<file path="src/rtl/muxn_scan_pkg.sv">
// Shared constants for the scanning N-to-1 multiplexer: mode encodings and a
// parameter legality helper used at elaboration.
package muxn_scan_pkg;

    localparam logic MODE_MANUAL = 1'b0;
    localparam logic MODE_SCAN   = 1'b1;

    // Dwell must be at least 2 cycles and DWELL-1 must fit in the counter.
    function automatic bit dwell_legal(input int unsigned dwell, input int unsigned cnt_w);
        return (dwell >= 2) && (dwell <= 65535) && ((64'(dwell) - 1) < (64'(1) << cnt_w));
    endfunction

endpackage

</file>
<file path="src/rtl/muxn_scan_sel.sv">
// Combinational channel slicer: picks channel i_sel out of the packed bus i_x.
module muxn_scan_sel
    import muxn_scan_pkg::*;
#(
    parameter int WIDTH = 8,
    parameter int SEL_W = 2
) (
    input  logic [(2**SEL_W)*WIDTH-1:0] i_x,
    input  logic [SEL_W-1:0]            i_sel,
    output logic [WIDTH-1:0]            o_y
);

    assign o_y = i_x[i_sel*WIDTH +: WIDTH];

endmodule

</file>
<file path="src/rtl/muxn_scan.sv">
// Registered N-to-1 multiplexer with manual (strobed) or round-robin scan
// selection; y_valid drops for one cycle whenever the select moves.
module muxn_scan
    import muxn_scan_pkg::*;
#(
    parameter int WIDTH = 8,
    parameter int SEL_W = 2,
    parameter int DWELL = 4,
    parameter int CNT_W = 16
) (
    input  logic                        clk,
    input  logic                        rst,
    input  logic [(2**SEL_W)*WIDTH-1:0] x,
    input  logic [SEL_W-1:0]            c,
    input  logic                        load,
    input  logic                        mode,
    output logic [WIDTH-1:0]            y,
    output logic                        y_valid,
    output logic [SEL_W-1:0]            ch
);

    localparam logic [CNT_W-1:0] DWELL_LAST = CNT_W'(DWELL - 1);

    generate
        if (!dwell_legal(DWELL, CNT_W)) begin : g_bad_dwell
            $error("muxn_scan: DWELL out of range for CNT_W");
        end
    endgenerate

    logic [SEL_W-1:0] r_sel;
    logic [CNT_W-1:0] r_cnt;
    logic [WIDTH-1:0] r_y;
    logic             r_y_valid;

    logic [SEL_W-1:0] w_nsel;
    logic [CNT_W-1:0] w_ncnt;
    logic [WIDTH-1:0] w_x_sel;
    logic             w_dwell_end;

    muxn_scan_sel #(
        .WIDTH (WIDTH),
        .SEL_W (SEL_W)
    ) u_sel (
        .i_x   (x),
        .i_sel (r_sel),
        .o_y   (w_x_sel)
    );

    assign w_dwell_end = (r_cnt == DWELL_LAST);

    // Scan mode owns the select; a load strobe only matters in manual mode.
    always_comb begin
        w_nsel = r_sel;
        w_ncnt = '0;
        if (mode == MODE_SCAN) begin
            if (w_dwell_end) begin
                w_nsel = r_sel + SEL_W'(1);
            end
            w_ncnt = w_dwell_end ? '0 : r_cnt + CNT_W'(1);
        end else if (load) begin
            w_nsel = c;
        end
    end

    always_ff @(posedge clk) begin
        if (rst) begin
            r_sel     <= '0;
            r_cnt     <= '0;
            r_y       <= '0;
            r_y_valid <= 1'b0;
        end else begin
            r_sel     <= w_nsel;
            r_cnt     <= w_ncnt;
            r_y       <= w_x_sel;
            r_y_valid <= (w_nsel == r_sel);
        end
    end

    assign y       = r_y;
    assign y_valid = r_y_valid;
    assign ch      = r_sel;

endmodule

</file>
<file path="config.mk">
export PLATFORM = sky130hd
export DESIGN_NAME = muxn_scan
export DESIGN_NICKNAME = d
export VERILOG_FILES = /design/src/rtl/muxn_scan_pkg.sv /design/src/rtl/muxn_scan_sel.sv /design/src/rtl/muxn_scan.sv
export SDC_FILE = /design/constraint.sdc
export NUM_CORES = 1
export LEC_CHECK = 0
export BUFFER_PORTS_ARGS = -buffer_cell sky130_fd_sc_hd__buf_4
export CELL_PAD_IN_SITES_DETAIL_PLACEMENT = 1
export CELL_PAD_IN_SITES_GLOBAL_PLACEMENT = 1
export CORE_ASPECT_RATIO = 1.4
export CORE_MARGIN = 3
export CORE_UTILIZATION = 39
export CTS_CLUSTER_DIAMETER = 100
export DETAILED_ROUTE_END_ITERATION = 10
export PLACE_DENSITY = 0.84
export SYNTH_ARGS = -nofsm -noshare
export SYNTH_HDL_FRONTEND = slang
export SYNTH_SLANG_ARGS = --single-unit
</file>
<file path="constraint.sdc">
create_clock -name clk -period 3.85 [get_ports clk]
set_clock_uncertainty 0.05 [all_clocks]
set_input_delay 0 -clock clk [delete_from_list [all_inputs] [get_ports clk]]
set_output_delay 0 -clock clk [all_outputs]
set_load 0.02 [all_outputs]
</file>
==> impl_results.md, run 1 <==
* Power Density at 311 nW/µm²
* H-tree depth at 1
* Peak supply drop at 0.000226 V
* Wirelength, routed at 3740 µm
* Slew margin rel. at 53.9%
* Max_cap viols at 0
* # rows at 24
* Gp weighted congestion at 0.749
* Crit path arrival time at 2400 ps
* Sequential power share at 53.7%
* R2r endpoint: ch[0]
* Core region area at 3240 µm²
* Syn Nets at 168
* Wirelength per Cell at 17.3 µm
* # clock sinks at 27
* Net switching power at 0.133 mW
* Crit path time final at 2230 ps
* RSZ-0062 raised after global routing: no
* Combinational power share at 17.6%
* Die Y at 75.9 µm
* Final hold vios at 0
* Yosys cell types at 37
* Maximum clock path buffer count at 2
* Worst skew pair latency at 280 ps
* Global Route Usage Sum at 18.7%
* TNS Setup at 0 ps
* Final Max Slew Viols at 0
* Pre-antenna DRT Iters at 4
* Largest net degree at the start of global routing at 17
* Placed cells at 208
* Core Util, Final at 55.2%
* Status: completed
* Slew of the pin with the lowest slew margin at 691 ps
* # port buffers at 48
* DR vias at 1,160
* Area Overhead vs Synth at 31.7%
* Area post-placement at 1710 µm²
* Die width at 55.9 µm
* Worst hold path endpoint: ch[1]
* Initial antenna violation count at 0
* Number of synthesized register bits at 27
* WHS at 55.8 ps
* Post-layout nets at 217
* Most common cell after layout, fill and taps aside: buf_4
* Crit-path max FO at 8
* Layout cell share with drive strength beyond 1 at 37.9%
* Fin worst setup slack at 1620 ps
* Post-CTS Setup Bufs at 0
* Total grt overflow at 0
* Crit path kind: reg -> reg
* Fin crit share at 57.9%
* R2R setup slack at 1620 ps
* CTS tree: built
* CTS resizes at 0
* Root Buffer: clkbuf_8
* Final HPWL DP at 2920 µm
* HP Class: in -> reg
* Final setup fails at 0
* Initial Utilization at 41.9%
* Global-route wire length before repair at 5980 µm
* Clock network fraction of design power at 28.7%
* Register area share after synthesis at 39.7%
* Commonest non-fill, non-tap cells in the layout: 48 x buf_4, 27 x dfxtp_1, 17 x nor2_1
* Hold depth at 4
* Total power at 0.557 mW
* Cells after Synth at 129
* Diodes inserted at 0
* LEAKAGE at 0.727 nW
* DRC at 0
* Fin cells at 216
* Worst EP required at 4030 ps
* Clock transition at the registers of the reported paths at 90 ps
* Worst R2R Path Depth at 6
* Internal Dissipation at 0.424 mW
* Post-Syn Area at 1360 µm²
* Sw Share at 23.8%
* Worst setup EP type: flip-flop
* Final Instance Area at 1790 µm²
* HP Start: c[1]
* Worst R2R Start: r_cnt[0]
* Mean post-synth cell area at 10.5 µm²
* Dpl ws at 1880 ps
* Via density at 5.37
* Full die area at 4240 µm²
* Initial DRC count at 24
* Max Clk Rate at 449 MHz
* Vias in the first global route at 1,308
* Startpoint Class: flip-flop
* Beginning of the critical path: r_cnt[0]
* Cts bufs inserted at 3
* Post-DRT Antenna Nets at 0
* I/O pin cnt at 49
* Synth warn at 0
-- cell usage after synthesis --
master	number	area (µm²)
dfxtp_1	27	541
nor2_1	17	63.8
xor2_1	11	96.3
nor2b_1	9	56.3
mux4_2	8	180
nand4_1	6	37.5
inv_1	4	15.0
nand2_1	4	15.0
nand3_1	4	20.0
xnor2_1	4	35.0
and4_1	3	26.3
buf_6	3	33.8
a21oi_1	2	10.0
buf_4	2	15.0
nor3_1	2	10.0
nor4_2	2	25.0
a211o_1	1	8.76
a221oi_1	1	8.76
a22oi_1	1	7.51
a31o_2	1	8.76
a32oi_1	1	8.76
a41oi_1	1	8.76
and2_1	1	6.26
and2_2	1	7.51
and3_1	1	6.26
and3_2	1	7.51
and4_2	1	10.0
and4_4	1	11.3
buf_2	1	5.00
clkbuf_1	1	3.75
clkbuf_2	1	5.00
ha_1	1	12.5
mux2i_1	1	10.0
nand2b_1	1	6.26
nor4b_1	1	8.76
nor4b_4	1	23.8
o21ai_0	1	5.00
-- flip-flops by register name, summed over array words and instances, names as in the netlist --
register and count:
y_valid 1, ch 2, y 8, r_cnt 16
-- power groups by stage --
| stage | clock network, mW | registers, mW | logic [mW] |
|---|---|---|---|
| after floorplan | 0 | 0.312 | 0.0402 |
| after global placement | 0 | 0.305 | 0.0910 |
| after detailed placement | 0 | 0.306 | 0.0950 |
| after CTS | 0.163 | 0.299 | 0.0985 |
| after global routing | 0.175 | 0.301 | 0.105 |
| final | 0.160 | 0.299 | 0.0979 |
-- kinds of logic (layout without fill, tap and decap cells) --
group / Yosys count / count (layout) / share of synthesized area [%]
AOI/OAI and AO/OA: 9 / 9 / 4.88
xor gates and xnor gates: 15 / 15 / 9.66
and+or+nand+nor: 56 / 56 / 25.1
adders and majority gates: 1 / 1 / 0.920
muxes: 9 / 9 / 14.0
DFF: 27 / 27 / 39.7
buffers and inverters: 12 / 60 / 5.70
-- critical path, cell delays in order (launching register included) --
cell	delay, ps
dfxtp_1	380
ha_1	330
nor4b_4	260
and4_1	310
a32oi_1	130
a21oi_1	150
dlygate4sd3_1	570
-- worst max path at each step --
stage	endpoint	slack, ps	cells after the start
2_1_floorplan	y[0]	2270	3
3_3_place_gp	r_cnt[6]	2070	5
3_5_place_dp	r_cnt[3]	1880	5
4_1_cts	ch[0]	1670	6
5_1_grt	ch[0]	1440	6
6_report	ch[0]	1620	6
-- per-layer routing --
layer	track usage (%)	part of all wire (%)	up-vias
met2	37.5	59	44
met3	2.71	5.0	11
met4	10.3	2.8	0
met1	18.6	34	551
li1	-	-	554
met5	0	0	-
-- area by class of cell --
class / instances / area [µm²]
Tap cell: 39 / 48.8
Sequential cell: 27 / 541
Fill cell: 368 / 1450
Multi-Input combinational cell: 90 / 742
Clock buffer: 4 / 45.0
Timing Repair Buffer: 52 / 400
Inverter: 4 / 15.0
-- timing repair --
| item | in CTS | in global routing |
|---|---|---|
| hold buffers | 4 | 0 |
| endpoints found under the hold margin | 10 | 0 |
| endpoints found under the setup margin | 0 | 0 |
Power figures use the tool's default switching activity.
==> inputs of run 2 (changes only) <==
- CORE_UTILIZATION: 39 -> 33
- PLACE_DENSITY: 0.84 -> 0.76
- clock period: 3.85 -> 1.9 ns (I/O delays scaled with it)
==> impl_results.md, run 2 (synthesis results as in run 1) <==
* Crit path kind: reg -> reg
* Max Clk Rate at 644 MHz (+44%)
* Wirelength per Cell at 16.1 µm (-7.0%)
* CP max stage delay at 370 ps (-200 ps)
* Largest register FFs at 16 (unchanged)
* TNS Setup at 0 ps (unchanged)
* CTS resizes at 0 (unchanged)
* Final hold vios at 0 (unchanged)
* Initial DRC count at 20 (-17%)
* Vias in the first global route at 1,316 (+0.61%)
* Worst R2R Start: r_cnt[0]
* Slowest cell on crit path: dfxtp_1
* Slew of the pin with the lowest slew margin at 552 ps (-139 ps)
* Status: completed
* GRT met1 Usage at 16.3% (-2.4 points)
* Clock transition at the registers of the reported paths at 90 ps (about the same)
* Gp weighted congestion at 0.854 (+14%)
* Largest reg by FF count: r_cnt
* Maximum clock path buffer count at 2 (unchanged)
* Wirelength, routed at 3570 µm (-4.5%)
* Initial antenna violation count at 0 (unchanged)
* CTS tree: built
* DRC at 0 (unchanged)
* Met2 Resource Use GR at 28.6% (-8.9 points)
* R2r endpoint: ch[1]
* GR Layer Usage met3 at 3.77% (+1.1 points)
* WHS at 7.81 ps (-48.0 ps)
* Full die area at 4940 µm² (+16%)
* CP Cell Sequence: ha_1 > nor4b_4 > and4_1 > nor3_1 > a211o_1
* Hold depth at 4 (unchanged)
* Area Overhead vs Synth at 33.0%
* LEAKAGE at 0.735 nW (+1.1%)
* HP Start: c[1]
* # rows at 27 (+13%)
* Final HPWL DP at 2980 µm (+1.9%)
* Delay-heaviest family, CP: simple AND/OR/NAND/NOR gates
* HP Class: in -> reg
* Worst setup EP type: flip-flop
* Worst skew pair latency at 270 ps (about the same)
* Worst R2R Path Depth at 5 (-1)
* Final setup fails at 0 (unchanged)
* Via density at 5.33 (-0.77%)
* Worst hold path endpoint: y_valid
* # port buffers at 48 (unchanged)
* # clock sinks at 27 (unchanged)
* Global-route wire length before repair at 5780 µm (-3.2%)
* Crit-path max FO at 4 (-4)
* I/O pin cnt at 49 (unchanged)
* RSZ-0062 raised after global routing: no
* Post-DRT Antenna Nets at 0 (unchanged)
* Pre-antenna DRT Iters at 4 (unchanged)
* H-tree depth at 1 (unchanged)
* Power Density at 621 nW/µm² (+100%)
* Startpoint Class: flip-flop
* Commonest non-fill, non-tap cells in the layout: 51 x buf_4, 27 x dfxtp_1, 17 x nor2_1
* Fin crit share at 81.7% (+24 points)
* Crit path arrival time at 1670 ps (-730 ps)
* Total grt overflow at 0 (unchanged)
* Global Route Usage Sum at 15.6% (-3.1 points)
* Filler Cells Inserted at 441 (+20%)
* DR vias at 1,183 (+2.0%)
* Buffers & Inverters on Critical Path at 0 (-1)
* Initial Utilization at 34.4% (-7.5 points)
* R2R setup slack at 350 ps (-1270 ps)
* Largest net degree at the start of global routing at 17 (unchanged)
* Die width at 60.3 µm (+7.8%)
* Diodes inserted at 0 (unchanged)
* Slew margin rel. at 63.1% (+9.3 points)
* Root Buffer: clkbuf_8
* Final Max Slew Viols at 0 (unchanged)
* Most common cell after layout, fill and taps aside: buf_4
* Peak supply drop at 0.000423 V (+87%)
* Layout cell share with drive strength beyond 1 at 39.1% (+1.3 points)
* Global routing's busiest layer: met2
* Crit path time final at 1550 ps (-676 ps)
* Post-layout nets at 219 (+0.92%)
* Core region area at 3950 µm² (+22%)
* Die Y at 82.0 µm (+8.0%)
* Worst EP required at 2010 ps (-2020 ps)
* Cts bufs inserted at 3 (unchanged)
* Max_cap viols at 0 (unchanged)
-- run 2: layout make-up --
cell class                 count  area [µm²]  area share [%]
clock buffer                   4        45.0            2.49
inverter                       4        15.0           0.830
multi-input combinational     90         742            41.0
sequential                    27         541            29.9
tap                           43        53.8            2.97
timing repair buffer          54         413            22.8
-- run 2: worst max path at each step --
stage,depth (start not counted),end,from
after floorplan,3,y[0],ch[0]
after global placement,5,ch[1],r_cnt[0]
after detailed placement,5,ch[1],r_cnt[0]
after CTS,5,ch[1],r_cnt[0]
after global routing,5,ch[1],r_cnt[0]
final,5,ch[1],r_cnt[0]
-- run 2: tightest hold or removal path, stage by stage --
cell and delay, ps:
buf_4 90, xnor2_1 60, nand2_1 50, a221oi_1 70
-- run 2: metal layers --
metal	routed length (µm)	up-vias	share of wire, %
met5	0	-	0
met4	99	0	2.8
met3	230	9	6.4
met2	1890	52	53
met1	1360	564	38
li1	-	558	-
-- run 2: repair_timing --
item | in CTS | in global routing
setup buffers | 0 | 0
endpoints found under the hold margin | 10 | 0
hold buffers | 3 | 0
-- run 2: power by group --
part | total (mW) | internal, mW | switching, mW
Sequential | 0.601 | 0.586 | 0.0145
Combinational | 0.203 | 0.123 | 0.0796
Clock | 0.319 | 0.150 | 0.169
-- run 2: per-stage QoR --
stage | worst slack [ps] | util, % | power [mW] | instances | area, µm²
final | 347 | 45.8 | 1.12 | 222 | 1810
after global routing | 219 | 45.8 | 1.18 | 222 | 1810
after CTS | 324 | 45.8 | 1.14 | 222 | 1810
after detailed placement | 340 | 43.9 | 0.815 | 215 | 1730
after global placement | 417 | 43.9 | 0.805 | 215 | 1730
after floorplan | 321 | - | 0.713 | 129 | 1360
==> inputs of run 3 (changes only) <==
- clock period: 1.9 -> 1.3 ns (I/O delays scaled with it)
==> impl_results.md, run 3 (synthesis results as in run 1) <==
* Status: finished, violations left
* Failing checks: negative setup slack
* Vias in the first global route at 1,499 (+14%)
* Peak supply drop at 0.000582 V (+38%)
* Gp weighted congestion at 0.709 (-17%)
* H-tree depth at 1 (unchanged)
* Die Y at 82.0 µm (unchanged)
* Full die area at 4940 µm² (unchanged)
* Crit path arrival time at 1580 ps (-90 ps)
* Wirelength, routed at 4500 µm (+26%)
* Crit path kind: reg -> reg
* Maximum clock path buffer count at 2 (unchanged)
* Global-route wire length before repair at 6930 µm (+20%)
* Max_cap viols at 0 (unchanged)
* Final Instance Area at 2080 µm² (+15%)
* Initial antenna violation count at 0 (unchanged)
* Core Util, Final at 52.5% (+6.7 points)
* Final setup fails at 26 (+26)
* Worst EP required at 1420 ps (-590 ps)
* Initial Utilization at 34.4% (unchanged)
* Power Density at 827 nW/µm² (+33%)
* Slew of the pin with the lowest slew margin at 564 ps (+11.9 ps)
* Worst setup EP type: flip-flop
* Clock transition at the registers of the reported paths at 90 ps (about the same)
* Crit-path max FO at 7 (+3)
* RSZ-0062 raised after global routing: yes
* Largest register FFs at 16 (unchanged)
* Post-DRT Antenna Nets at 0 (unchanged)
* Startpoint Class: flip-flop
* Die width at 60.3 µm (unchanged)
* Final hold vios at 0 (unchanged)
* Most common cell after layout, fill and taps aside: buf_4
* Core region area at 3950 µm² (unchanged)
* HP Class: in -> reg
* # rows at 27 (unchanged)
* Via density at 5.33 (about the same)
* Fin worst setup slack at -167 ps (-514 ps)
* Filler Cells Inserted at 433 (-1.8%)
* Commonest non-fill, non-tap cells in the layout: 62 x buf_4, 14 x dfxtp_1, 12 x dfxtp_2
* LEAKAGE at 0.860 nW (+17%)
* DR vias at 1,268 (+7.2%)
* # clock sinks at 27 (unchanged)
* Final HPWL DP at 3230 µm (+8.5%)
* Largest net degree at the start of global routing at 15 (-2)
* Post-layout nets at 235 (+7.3%)
* Largest reg by FF count: r_cnt
* Total grt overflow at 0 (unchanged)
* Slew margin rel. at 62.3% (-0.86 points)
* CTS tree: built
* Area post-placement at 1840 µm² (+5.8%)
* # port buffers at 48 (unchanged)
* Final Max Slew Viols at 0 (unchanged)
* Root Buffer: clkbuf_8
* Initial DRC count at 30 (+50%)
* Global Route Usage Sum at 19.2% (+3.6 points)
* Diodes inserted at 0 (unchanged)
* Wirelength per Cell at 18.9 µm (+18%)
* Max Clk Rate at 682 MHz (+5.9%)
* Worst skew pair latency at 280 ps (about the same)
* Pre-antenna DRT Iters at 4 (unchanged)
* DRC at 0 (unchanged)
* Area Overhead vs Synth at 52.6%
* I/O pin cnt at 49 (unchanged)
* Dpl ws at -175 ps (-515 ps)
* Layout cell share with drive strength beyond 1 at 57.4% (+18 points)
* Cts bufs inserted at 3 (unchanged)
* Fin crit share at 113% (+31 points)
* Crit path time final at 1470 ps (-86.3 ps)
==> run 3: cell count changes in the layout (fill, tap and decap cells not counted), sizes merged <==
cell / change
dlygate4sd3: +1
buf: +15
==> run 3: report_power, final <==
part | total, mW | leakage (nW) | switching [mW] | internal [mW]
Combinational | 0.349 | 0.610 | 0.139 | 0.210
Clock | 0.488 | 0.0228 | 0.267 | 0.220
Sequential | 0.879 | 0.227 | 0.0229 | 0.856
==> run 3: worst paths after layout <==
check | cells after the start | startpoint | slack (ps) | endpoint
worst max register to register | 6 | r_cnt[0] | -170 | r_cnt[12]
worst max-delay path | 6 | r_cnt[0] | -170 | r_cnt[12]
worst min register to register | 2 | r_cnt[5] | 510 | r_cnt[5]
worst min-delay path | 3 | rst | 60 | ch[1]
==> run 3: final cells by class <==
| cell class | instances | area, µm² | share of cell area (%) |
|---|---|---|---|
| multi-input cells | 90 | 843 | 40.6 |
| flip-flops and latches | 27 | 559 | 26.9 |
| repair buffers | 70 | 559 | 26.9 |
| well taps | 43 | 53.8 | 2.59 |
| clock buffers | 4 | 45.0 | 2.17 |
| inverters | 4 | 15.0 | 0.723 |
==> run 3: repair_timing <==
item / in CTS / in global routing
gates resized for setup: 22 / 14
buffers inserted: 2 / 2
pin swaps: 7 / 1
gates cloned: 0 / 0
hold endpoints to repair: 10 / 0
hold buffers: 4 / 0
setup endpoints to repair: 27 / 28
==> run 3: stage by stage <==
stage               cells  power, mW  TNS, ps  hold slack, ps
finish                238       1.72    -2690            62.9
global route          238       1.80    -4880            91.6
CTS                   236       1.69    -2300            35.4
detailed placement    226       1.20    -2260             224
global placement      226       1.18    -1320             215
floorplan             129       1.05    -1780             121
==> run 3: critical path, cell delays in order (launching register included) <==
cell and delay, ps:
dfxtp_2 360, ha_4 140, nor4b_4 240, a41oi_2 160, nand2b_1 170, buf_6 190
nor2_2 50
==> run 3: layer usage <==
layer	vias up	wire length, µm	track usage [%]
met5	-	0	0
met4	0	86	9.09
met3	8	290	6.45
met2	52	2720	35.9
met1	618	1410	18.0
li1	590	-	-
